[config.mk]
export PLATFORM = sky130hd
export DESIGN_NAME = alu_share_arbiter
export DESIGN_NICKNAME = d
export VERILOG_FILES = /design/src/rtl/alu_share_arbiter.sv
export SDC_FILE = /design/constraint.sdc
export NUM_CORES = 1
export LEC_CHECK = 0
export BUFFER_PORTS_ARGS = -buffer_cell sky130_fd_sc_hd__buf_2
export CORE_AREA = 4 4 159 161
export CTS_CLUSTER_DIAMETER = 100
export DETAILED_ROUTE_END_ITERATION = 12
export DIE_AREA = 0 0 163 165
export PLACE_DENSITY_LB_ADDON = 0.1
export SLEW_MARGIN = 15
export SYNTH_ARGS = -nofsm -noshare
export SYNTH_HDL_FRONTEND = slang
export SYNTH_SLANG_ARGS = --single-unit
[constraint.sdc]
create_clock -name clk -period 5.3 [get_ports clk]
set_input_delay 0.795 -clock clk [delete_from_list [all_inputs] [get_ports clk]]
set_output_delay 0.795 -clock clk [all_outputs]
set_load 0.01 [all_outputs]
[src/rtl/alu_share_arbiter.sv]
// alu_share_arbiter: round-robin sharing of one combinational ALU between
// NUM_REQ valid/ready requesters, with a registered, ID-tagged response.
module alu_share_arbiter #(
    parameter  int NUM_REQ = 4,
    parameter  int WIDTH   = 32,
    localparam int ID_W    = $clog2(NUM_REQ)
) (
    input  logic                     clk,
    input  logic                     rst_n,
    input  logic [NUM_REQ-1:0]       req_valid,
    output logic [NUM_REQ-1:0]       req_ready,
    input  logic [NUM_REQ*WIDTH-1:0] req_a,
    input  logic [NUM_REQ*WIDTH-1:0] req_b,
    input  logic [NUM_REQ*3-1:0]     req_op,
    output logic [WIDTH-1:0]         alu_a,
    output logic [WIDTH-1:0]         alu_b,
    output logic [2:0]               alu_opcode,
    input  logic [WIDTH-1:0]         alu_result,
    output logic                     rsp_valid,
    input  logic                     rsp_ready,
    output logic [WIDTH-1:0]         rsp_data,
    output logic [ID_W-1:0]          rsp_id
);

    typedef enum logic [1:0] {
        IDLE,
        EXEC,
        RESP
    } state_t;

    localparam logic [ID_W:0]   NREQ_W = (ID_W+1)'(NUM_REQ);
    localparam logic [ID_W-1:0] LAST   = ID_W'(NUM_REQ - 1);

    state_t             state_q;
    logic [ID_W-1:0]    rr_ptr_q;
    logic [ID_W-1:0]    rr_ptr_d;
    logic [ID_W-1:0]    id_q;
    logic [ID_W-1:0]    rsp_id_q;
    logic [WIDTH-1:0]   a_q;
    logic [WIDTH-1:0]   b_q;
    logic [2:0]         op_q;
    logic [WIDTH-1:0]   rsp_data_q;
    logic               rsp_valid_q;

    logic               found;
    logic [ID_W-1:0]    grant;
    logic [ID_W-1:0]    idx;
    logic [ID_W:0]      sum;

    // Scan from rr_ptr upward; first valid requester wins.
    always_comb begin
        found = 1'b0;
        grant = '0;
        idx   = '0;
        sum   = '0;
        for (int k = 0; k < NUM_REQ; k++) begin
            sum = {1'b0, rr_ptr_q} + (ID_W+1)'(k);
            idx = (sum >= NREQ_W) ? ID_W'(sum - NREQ_W) : ID_W'(sum);
            if (!found && req_valid[idx]) begin
                found = 1'b1;
                grant = idx;
            end
        end
    end

    assign rr_ptr_d = (grant == LAST) ? '0 : grant + ID_W'(1);

    assign req_ready = (rst_n && state_q == IDLE && found)
                     ? (NUM_REQ'(1) << grant) : '0;

    always_ff @(posedge clk or negedge rst_n) begin
        if (!rst_n) begin
            state_q     <= IDLE;
            rr_ptr_q    <= '0;
            id_q        <= '0;
            a_q         <= '0;
            b_q         <= '0;
            op_q        <= '0;
            rsp_data_q  <= '0;
            rsp_id_q    <= '0;
            rsp_valid_q <= 1'b0;
        end else begin
            unique case (state_q)
                IDLE: begin
                    if (found) begin
                        a_q      <= req_a[grant*WIDTH +: WIDTH];
                        b_q      <= req_b[grant*WIDTH +: WIDTH];
                        op_q     <= req_op[grant*3 +: 3];
                        id_q     <= grant;
                        rr_ptr_q <= rr_ptr_d;
                        state_q  <= EXEC;
                    end
                end
                EXEC: begin
                    rsp_data_q  <= alu_result;
                    rsp_id_q    <= id_q;
                    rsp_valid_q <= 1'b1;
                    state_q     <= RESP;
                end
                RESP: begin
                    if (rsp_ready) begin
                        rsp_valid_q <= 1'b0;
                        state_q     <= IDLE;
                    end
                end
                default: begin
                    rsp_valid_q <= 1'b0;
                    state_q     <= IDLE;
                end
            endcase
        end
    end

    assign alu_a      = a_q;
    assign alu_b      = b_q;
    assign alu_opcode = op_q;
    assign rsp_valid  = rsp_valid_q;
    assign rsp_data   = rsp_data_q;
    assign rsp_id     = rsp_id_q;

endmodule

==> results of run 1 <==
==> through the flow <==
stage	total power, mW	hold slack [ns]	instance area [sq um]
floorplan	3.11	0.440	6150
global placement	4.03	0.470	8400
detailed placement	4.04	0.469	8400
CTS	4.75	0.413	8690
global route	5.02	0.446	8690
finish	4.67	0.418	8690
==> worst paths after layout <==
kind	startpoint	to	slack, ns	cells past startpoint
max in group asynchronous	rst_n	alu_b[25]	3.35	3
worst min-delay path	rst_n	alu_b[31]	0.42	1
min in group clk	rsp_valid	rsp_valid	0.48	1
worst max register to register	state_q[0]	alu_b[23]	2.75	6
worst min register to register	rsp_valid	rsp_valid	0.48	1
worst max-delay path	req_valid[3]	req_ready[2]	1.56	6
==> metal layers <==
metal | global-route usage, % | up-vias
met1 | 22.0 | 2952
met4 | 4.88 | 2
met5 | 0 | -
li1 | - | 2935
met2 | 30.8 | 282
met3 | 4.22 | 21
==> logic make-up after synthesis <==
logic type	after synthesis
AOI/OAI and AO/OA	217
muxes	102
DFF	108
and+or+nand+nor	22
adders and majority gates	1
buffers and inverters	127
==> worst max-delay path: cells and delay by family <==
| kind | cells | cell delay [ns] |
|---|---|---|
| buf+inv | 3 | 0.64 |
| simple gates | 3 | 1.49 |
==> Yosys cell counts (all sizes together), types with 2 or more instances <==
| library cell | count |
|---|---|
| o221ai | 69 |
| nand2 | 8 |
| and3 | 2 |
| a21oi | 2 |
| a31oi | 67 |
| o21ai | 4 |
| a21o | 2 |
| nor2b | 2 |
| clkbuf | 27 |
| inv | 71 |
| mux2 | 35 |
| nor2 | 5 |
| buf | 29 |
| a21boi | 68 |
| mux2i | 67 |
| dfrtp | 108 |
==> layout make-up <==
class / count / area, sq um / share of cell area [%]
multi-input cells: 342 / 2870 / 33.0
flip-flops and latches: 108 / 2700 / 31.1
well taps: 324 / 405 / 4.66
diodes: 1 / 2.50 / 0.0288
clock buffers: 10 / 239 / 2.75
repair buffers: 422 / 2150 / 24.8
clock inverters: 6 / 53.8 / 0.619
inverters: 71 / 267 / 3.07
==> sequential cells by signal, indices dropped and copies added, names as in the netlist <==
register	cells
alu_a	32
alu_b	32
alu_opcode	3
id_q	2
rr_ptr_q	2
rsp_data	32
rsp_id	2
rsp_valid	1
state_q	2
==> report_power, final <==
part           internal, mW  switching (mW)  total (mW)  leakage [nW]
clock                 0.342           0.349       0.691         0.142
combinational          1.09            1.41        2.50          3.13
sequential             1.24           0.227        1.47          1.31
==> impl_metrics.ini, run 1 <==
[setup_path]
path_cells = buf_2 -> or4_4 -> nand2_4 -> inv_2 -> and4_1 -> buf_2
cp_data_arrival_time_ns = 2.95
required_ns = 4.51
path_class = input pin to output pin
cpPeakStageDelay_ns = 0.87
timing.critical_path.mode_cell = buf_2
startpoint_type = input pin
cp-end-kind = output pin
crit_fanout = 68
crit_path_top_delay_cell = or4_4

[grt]
grt_pass1_wl_um = 37000
grt-ovfl-total = 0
grt_pass1_vias = 6294
grt_use_total_pct = 17.7
grt_max_degree = 69
antenna_found_initial = 2

[route]
routed_wl_um = 25400
drc_errors = 0
routed-wl-met3_um = 1980
detail_route.wl_per_cell_um = 19.8
wl_met2_um = 12600
first_pass_iters = 4
met1_length_um = 10400
top_layer_used = met5
vias = 6192
viasPerCell = 4.82
ant_nets = 0
drt-initial-drc-count = 259

[timing]
max_freq_mhz = 267
finClkSkew_ns = 0.0136
tightest_slew_ns = 1.05
fin_ws_ns = 1.56
setup-tns-final_ns = 0
period_share_pct = 70.6
maxSlewHeadroom_pct = 29.6
setup_viol = 0
fin_crit_ns = 3.74
rsz0062_at_grt = false
slew_violations = 0
hold_viol = 0

[logic_synthesis]
synth-simple-area-share_pct = 2.02
synthFlopType = dfrtp_1
synth.area.mux_share_pct = 17.3
yosysTopAreaCellShare_pct = 44.0
synth-xor-area-share_pct = 0
synthCells = 577
synth.area.top_cells = dfrtp_1 (44%), mux2i_1 (11%), o221ai_1 (9.7%)
yosysWarningCount = 0
synthAdderAreaFrac_pct = 0.204
ys_seq_area_share_pct = 44.0
synth-compound-area-share_pct = 26.5
synth_fp_nets = 885
syn_area_sq_um = 6150
synth_top_family_by_area = compound AO/OA/AOI/OAI gates
synth.avg_cell_area_sq_um = 10.7
synth-async-reset-ratio_pct = 100
synth_enable_flop_cells = 0
yosysUniqueCellTypes = 34
yosys.area.top_type = dfrtp_1
ys_ff_latch = 108

[clock_network]
hold_buffers = 0
clockRootBuffer = clkbuf_16
numClockSinks = 108
h-tree-depth = 3
worstSkewPairLatency_ns = 0.36
cts_buffer_depth = 2
ctsResizeCount = 0
cts_buffers = 9
tritoncts = done
clkTransAtPathRegs_ns = 0.08
post_cts_buffers = 0

[run]
maxCapViolations = 0

[floorplan]
ios = 413
rows = 57
dieHeight_um = 165
die_w_um = 163
dieArea_sq_um = 26900
core-area_sq_um = 24000
start_util_pct = 25.6

[power_and_ir_drop]
ir_drop_uv = 290
leakagePower_nw = 4.59
powerDensity_nw_per_um2 = 537

[place]
dp.cells = 1267
routabilityCongestion = 0.784
hpwlAfterDp_um = 18500
place_ws_ns = 1.52
numPortBuffers = 412

[run_status]
status = complete, no violations

[cells_and_area]
mostFrequentLayoutCells = buf_2 (411), dfrtp_1 (108), inv_1 (69)
fin_cells = 1284
area_growth_pct = 41.5
final_util_pct = 36.3
nNetsFinal = 1262
nFillCells = 2542
drive_gt1_share_pct = 50.4
layout_commonest_cell = buf_2

[worst_hold_path]
worst_hold_path_type = input pin to async pin
(Power assumes the default switching activity.)
==> run 2, diff against run 1 <==
Settings changed: ABC_AREA set to 1, CORE_AREA 4 4 159 161 to 4 4 160 162, DIE_AREA 0 0 163 165 to 0 0 164 166.
Clock period 5.3 ns to 3.4 ns, I/O delays scaled along.
==> run 2 against run 1 <==
Net effect: wire length grew 13%; synthesized cell count grew 69%; register-to-register slack lost 2.1 ns; flip-flop and latch count is the same; hold slack lost 0.17 ns; highest routed layer unchanged.
==> impl_metrics.ini, run 2 <==
[logic_synthesis]
synth.area.top_cells = dfrtp_1 (39%), nand3_1 (20%), nand2_1 (17%)
synth_enable_flop_cells = 0
ys_top_cells_by_count = nand2_1 (310), nand3_1 (274), dfrtp_1 (108)
synth.avg_cell_area_sq_um = 7.13
synth_fp_nets = 1284
synthFlopType = dfrtp_1
synthCells = 976
yosysWarningCount = 0
yosysUniqueCellTypes = 24
yosysTopAreaCellShare_pct = 38.9
syn_area_sq_um = 6960
ys_ff_latch = 108
yosysMostFrequentCell = nand2_1
synth-async-reset-ratio_pct = 100
yosys.area.top_type = dfrtp_1
ys_seq_area_share_pct = 38.9

[timing]
hold_viol = 0
rsz0062_at_grt = false
fin_ws_ns = 0.232
maxSlewHeadroom_pct = 43.1
tightest_slew_ns = 0.854
slew_violations = 0
period_share_pct = 93.2
setup-tns-final_ns = 0
setup_viol = 0
hold_ws_ns = 0.248
finClkSkew_ns = 0.0138
max_freq_mhz = 316
fin_crit_ns = 3.17

[cells_and_area]
final_util_pct = 39.6
drive_gt1_share_pct = 36.0
multi_input_area_sq_um = 3590
fin_cells = 1666
fin_area_sq_um = 9540
layout_commonest_cell = buf_2
nNetsFinal = 1643
nFillCells = 2678
regArea_sq_um = 2700
area_growth_pct = 37.2
mostFrequentLayoutCells = buf_2 (411), nand2_1 (310), nand3_1 (274), dfrtp_1 (108), inv_1 (78)

[worst_hold_path]
worst_hold_path_type = input pin to async pin

[place]
hpwlAfterDp_um = 19900
place_ws_ns = 0.637
routabilityCongestion = 0.810
place_area_sq_um = 9220
dp.cells = 1648
numPortBuffers = 412

[run]
maxCapViolations = 0

[grt]
grt_pass1_vias = 7498
grt_max_degree = 135
grt-ovfl-total = 0
antenna_found_initial = 6
grt_pass1_wl_um = 42900
grt_use_total_pct = 19.9

[route]
ant_nets = 0
viasPerCell = 4.74
routed_wl_um = 28700
drc_errors = 0
detail_route.wl_per_cell_um = 17.2
drt-initial-drc-count = 402
first_pass_iters = 6
vias = 7891

[clock_network]
worstSkewPairLatency_ns = 0.36
hold_buffers = 0
clockRootBuffer = clkbuf_16
clkTransAtPathRegs_ns = 0.09
post_cts_buffers = 0
ctsResizeCount = 0
numClockSinks = 108
cts_buffer_depth = 2
h-tree-depth = 3
tritoncts = done
cts_buffers = 9

[floorplan]
rows = 57
start_util_pct = 28.9
ios = 413
core-area_sq_um = 24100
die_w_um = 164
dieHeight_um = 166
dieArea_sq_um = 27200

[run_status]
status = complete, no violations

[setup_path]
r2r_cells = 13
cpPeakStageDelay_ns = 0.59
cp_top_family = buffers and inverters
startpoint_type = flip-flop
cp_data_arrival_time_ns = 2.66
reg2reg_to = alu_b[9]
reg2reg_from = rr_ptr_q[0]
reg2reg_slack_ns = 0.67
required_ns = 2.89
cp-startpoint = rr_ptr_q[0]
path_class = flip-flop to output pin
cp-end-kind = output pin
crit_fanout = 22
path_cells = inv_2 -> nand2_1 -> nand3_1 -> nand2_2 -> nor2_4 -> nand3_1 -> nand2_1 -> nor2_4 -> buf_4 -> inv_1 -> ha_1 -> inv_1 -> nor2_1 -> buf_2
crit_path_top_delay_cell = dfrtp_1
path_buf_inv = 5

[power_and_ir_drop]
p_total_mw = 10.8
powerDensity_nw_per_um2 = 1130
leakagePower_nw = 5.37
ir_drop_uv = 1320
-- run 2: cells by family after synthesis --
kind of cell	synth area share (%)
multiplexers	5.18
AO/OA/AOI/OAI	0.684
adder cells (fa/ha/maj)	0.180
flip-flops	38.9
AND/OR/NAND/NOR	45.5
buffers and inverters	9.64
-- run 2: final cells by class --
class / instances / share of cell area (%)
multi-input cells: 712 / 37.6
flip-flops and latches: 108 / 28.3
repair buffers: 422 / 23.2
well taps: 324 / 4.25
inverters: 82 / 3.23
clock buffers: 9 / 2.36
clock inverters: 7 / 0.931
diodes: 2 / 0.0525
-- run 2: power breakdown --
part | internal [mW] | leakage, nW | switching (mW)
clock network | 0.535 | 0.153 | 0.600
logic | 2.43 | 3.91 | 4.91
registers | 1.98 | 1.31 | 0.329
-- run 2: per-layer routing --
layer	up-vias	GRT usage (%)	routed length, um
met5	-	0	43
met4	8	5.69	491
met3	32	4.17	2220
met2	299	35.0	14400
met1	3644	24.5	11600
li1	3908	-	-
-- run 2: worst register-to-register path: cells and delay by family, from the launching register on --
family / cells / cell delay (ns)
flops: 1 / 0.59
simple gates: 11 / 1.59
buf+inv: 2 / 0.49
-- run 2: worst max-delay path by stage --
stage / end / slack, ns / depth (start not counted)
after global placement: req_ready[3] / 0.65 / 14
after global routing: req_ready[0] / 0.02 / 10
after detailed placement: req_ready[3] / 0.64 / 14
after CTS: req_ready[3] / 0.21 / 14
final: req_ready[3] / 0.23 / 14
after floorplan: req_ready[3] / 1.11 / 13
==> run 3, diff against run 2 <==
Settings changed: PLACE_DENSITY set to 0.55, PLACE_DENSITY_LB_ADDON 0.1 to not set.
Clock period 3.4 ns to 3.6 ns, I/O delays scaled along.
==> run 3 against run 2 <==
Net effect: design area down 0.16%; cell count grew 0.24%; register-to-register slack gained 0.10 ns; critical path type unchanged; largest cell class unchanged; highest routed layer unchanged.
==> impl_metrics.ini, run 3 (synthesis results as in run 2) <==
[run_status]
status = complete, no violations

[timing]
max_freq_mhz = 316
setup_viol = 0
slew_violations = 0
finClkSkew_ns = 0.0144
fin_ws_ns = 0.433
rsz0062_at_grt = false
setup-tns-final_ns = 0
hold_viol = 0
period_share_pct = 88.0
fin_crit_ns = 3.17
maxSlewHeadroom_pct = 41.0
tightest_slew_ns = 0.884

[grt]
grt-ovfl-total = 0
grt_use_total_pct = 19.2
grt_max_degree = 135
grt_pass1_wl_um = 41800
antenna_found_initial = 4
grt_pass1_vias = 7589

[clock_network]
cts_buffer_depth = 2
h-tree-depth = 3
ctsResizeCount = 0
post_cts_buffers = 0
numClockSinks = 108
worstSkewPairLatency_ns = 0.35
clkTransAtPathRegs_ns = 0.09
clockRootBuffer = clkbuf_16
cts_buffers = 9
hold_buffers = 0
tritoncts = done

[cells_and_area]
drive_gt1_share_pct = 36.2
regArea_sq_um = 2700
nNetsFinal = 1646
nFillCells = 2684
area_growth_pct = 37.0
layout_commonest_cell = buf_2
mostFrequentLayoutCells = buf_2 (411), nand2_1 (310), nand3_1 (274), dfrtp_1 (108), inv_1 (78)
multi_input_area_sq_um = 3590
fin_cells = 1670

[route]
ant_nets = 0
viasPerCell = 4.73
routed_wl_um = 27500
drc_errors = 0
drt-initial-drc-count = 416
detail_route.wl_per_cell_um = 16.5
first_pass_iters = 5
vias = 7907

[setup_path]
cp-end-kind = output pin
required_ns = 3.06
crit_path_end = req_ready[3]
startpoint_type = flip-flop
reg2reg_from = rr_ptr_q[0]
r2r_cells = 11
crit_fanout = 38
reg2reg_slack_ns = 0.77
reg2reg_to = alu_b[3]
path_class = flip-flop to output pin
cp_data_arrival_time_ns = 2.63
cp-startpoint = rr_ptr_q[0]

[place]
place_ws_ns = 0.800
routabilityCongestion = 0.814
hpwlAfterDp_um = 20100
numPortBuffers = 412
dp.cells = 1651

[floorplan]
start_util_pct = 28.9
dieArea_sq_um = 27200
rows = 57
die_w_um = 164
dieHeight_um = 166
ios = 413
core-area_sq_um = 24100

[power_and_ir_drop]
leakagePower_nw = 5.37
powerDensity_nw_per_um2 = 1060
p_total_mw = 10.1
ir_drop_uv = 864

[run]
maxCapViolations = 0

[worst_hold_path]
worst_hold_path_type = input pin to async pin
-- run 3: cell types whose count changed in the layout (fill, tap and decap cells not counted) --
cell	delta
clkinv_4	+1
inv_8	-1
diode_2	+1
buf_12	-3
buf_4	+6
-- run 3: per-stage QoR --
step                      utilization, %  hold slack [ns]  cell area [sq um]
after floorplan                        -            0.244               6960
after global placement              38.2            0.464               9210
after detailed placement            38.2            0.468               9210
after CTS                           39.5            0.360               9520
after global routing                39.5            0.393               9530
final                               39.5            0.338               9530
-- run 3: worst min path at each step --
stage | end | slack [ns]
final | rr_ptr_q[0] | 0.34
after global routing | rr_ptr_q[1] | 0.39
after CTS | rr_ptr_q[0] | 0.36
after detailed placement | rsp_id[1] | 0.47
after global placement | rsp_id[0] | 0.46
after floorplan | alu_a[0] | 0.24
-- run 3: final cells by class --
type	count	area share, %
Antenna cell	3	0.0788
Clock buffer	9	2.36
Clock inverter	7	0.906
Inverter	82	3.23
Multi-Input combinational cell	712	37.7
Sequential cell	108	28.4
Tap cell	324	4.26
Timing Repair Buffer	425	23.1
-- run 3: report_power, final --
part / switching, mW / leakage [nW] / internal [mW]
Sequential: 0.329 / 1.31 / 1.87
Combinational: 4.58 / 3.91 / 2.27
Clock: 0.528 / 0.151 / 0.500
Total: 5.44 / 5.37 / 4.64
-- run 3: metal layers --
metal | GRT usage (%) | vias to the layer above | wire, um
met3 | 4.49 | 37 | 2210
met1 | 24.2 | 3645 | 11200
li1 | - | 3907 | -
met4 | 5.84 | 2 | 698
met2 | 32.7 | 316 | 13400
met5 | 0 | - | 13
-- run 3: worst max-delay path: stages (launching register included) --
cell and delay [ns]:
dfrtp_1 0.59, inv_2 0.15, nand2_1 0.11, nand3_1 0.10
nand2_2 0.13, nor2_1 0.05, nor2_1 0.16, nand2_4 0.09
nand2_4 0.32, inv_2 0.11, ha_1 0.20, inv_1 0.06
nor2_1 0.04, buf_2 0.14
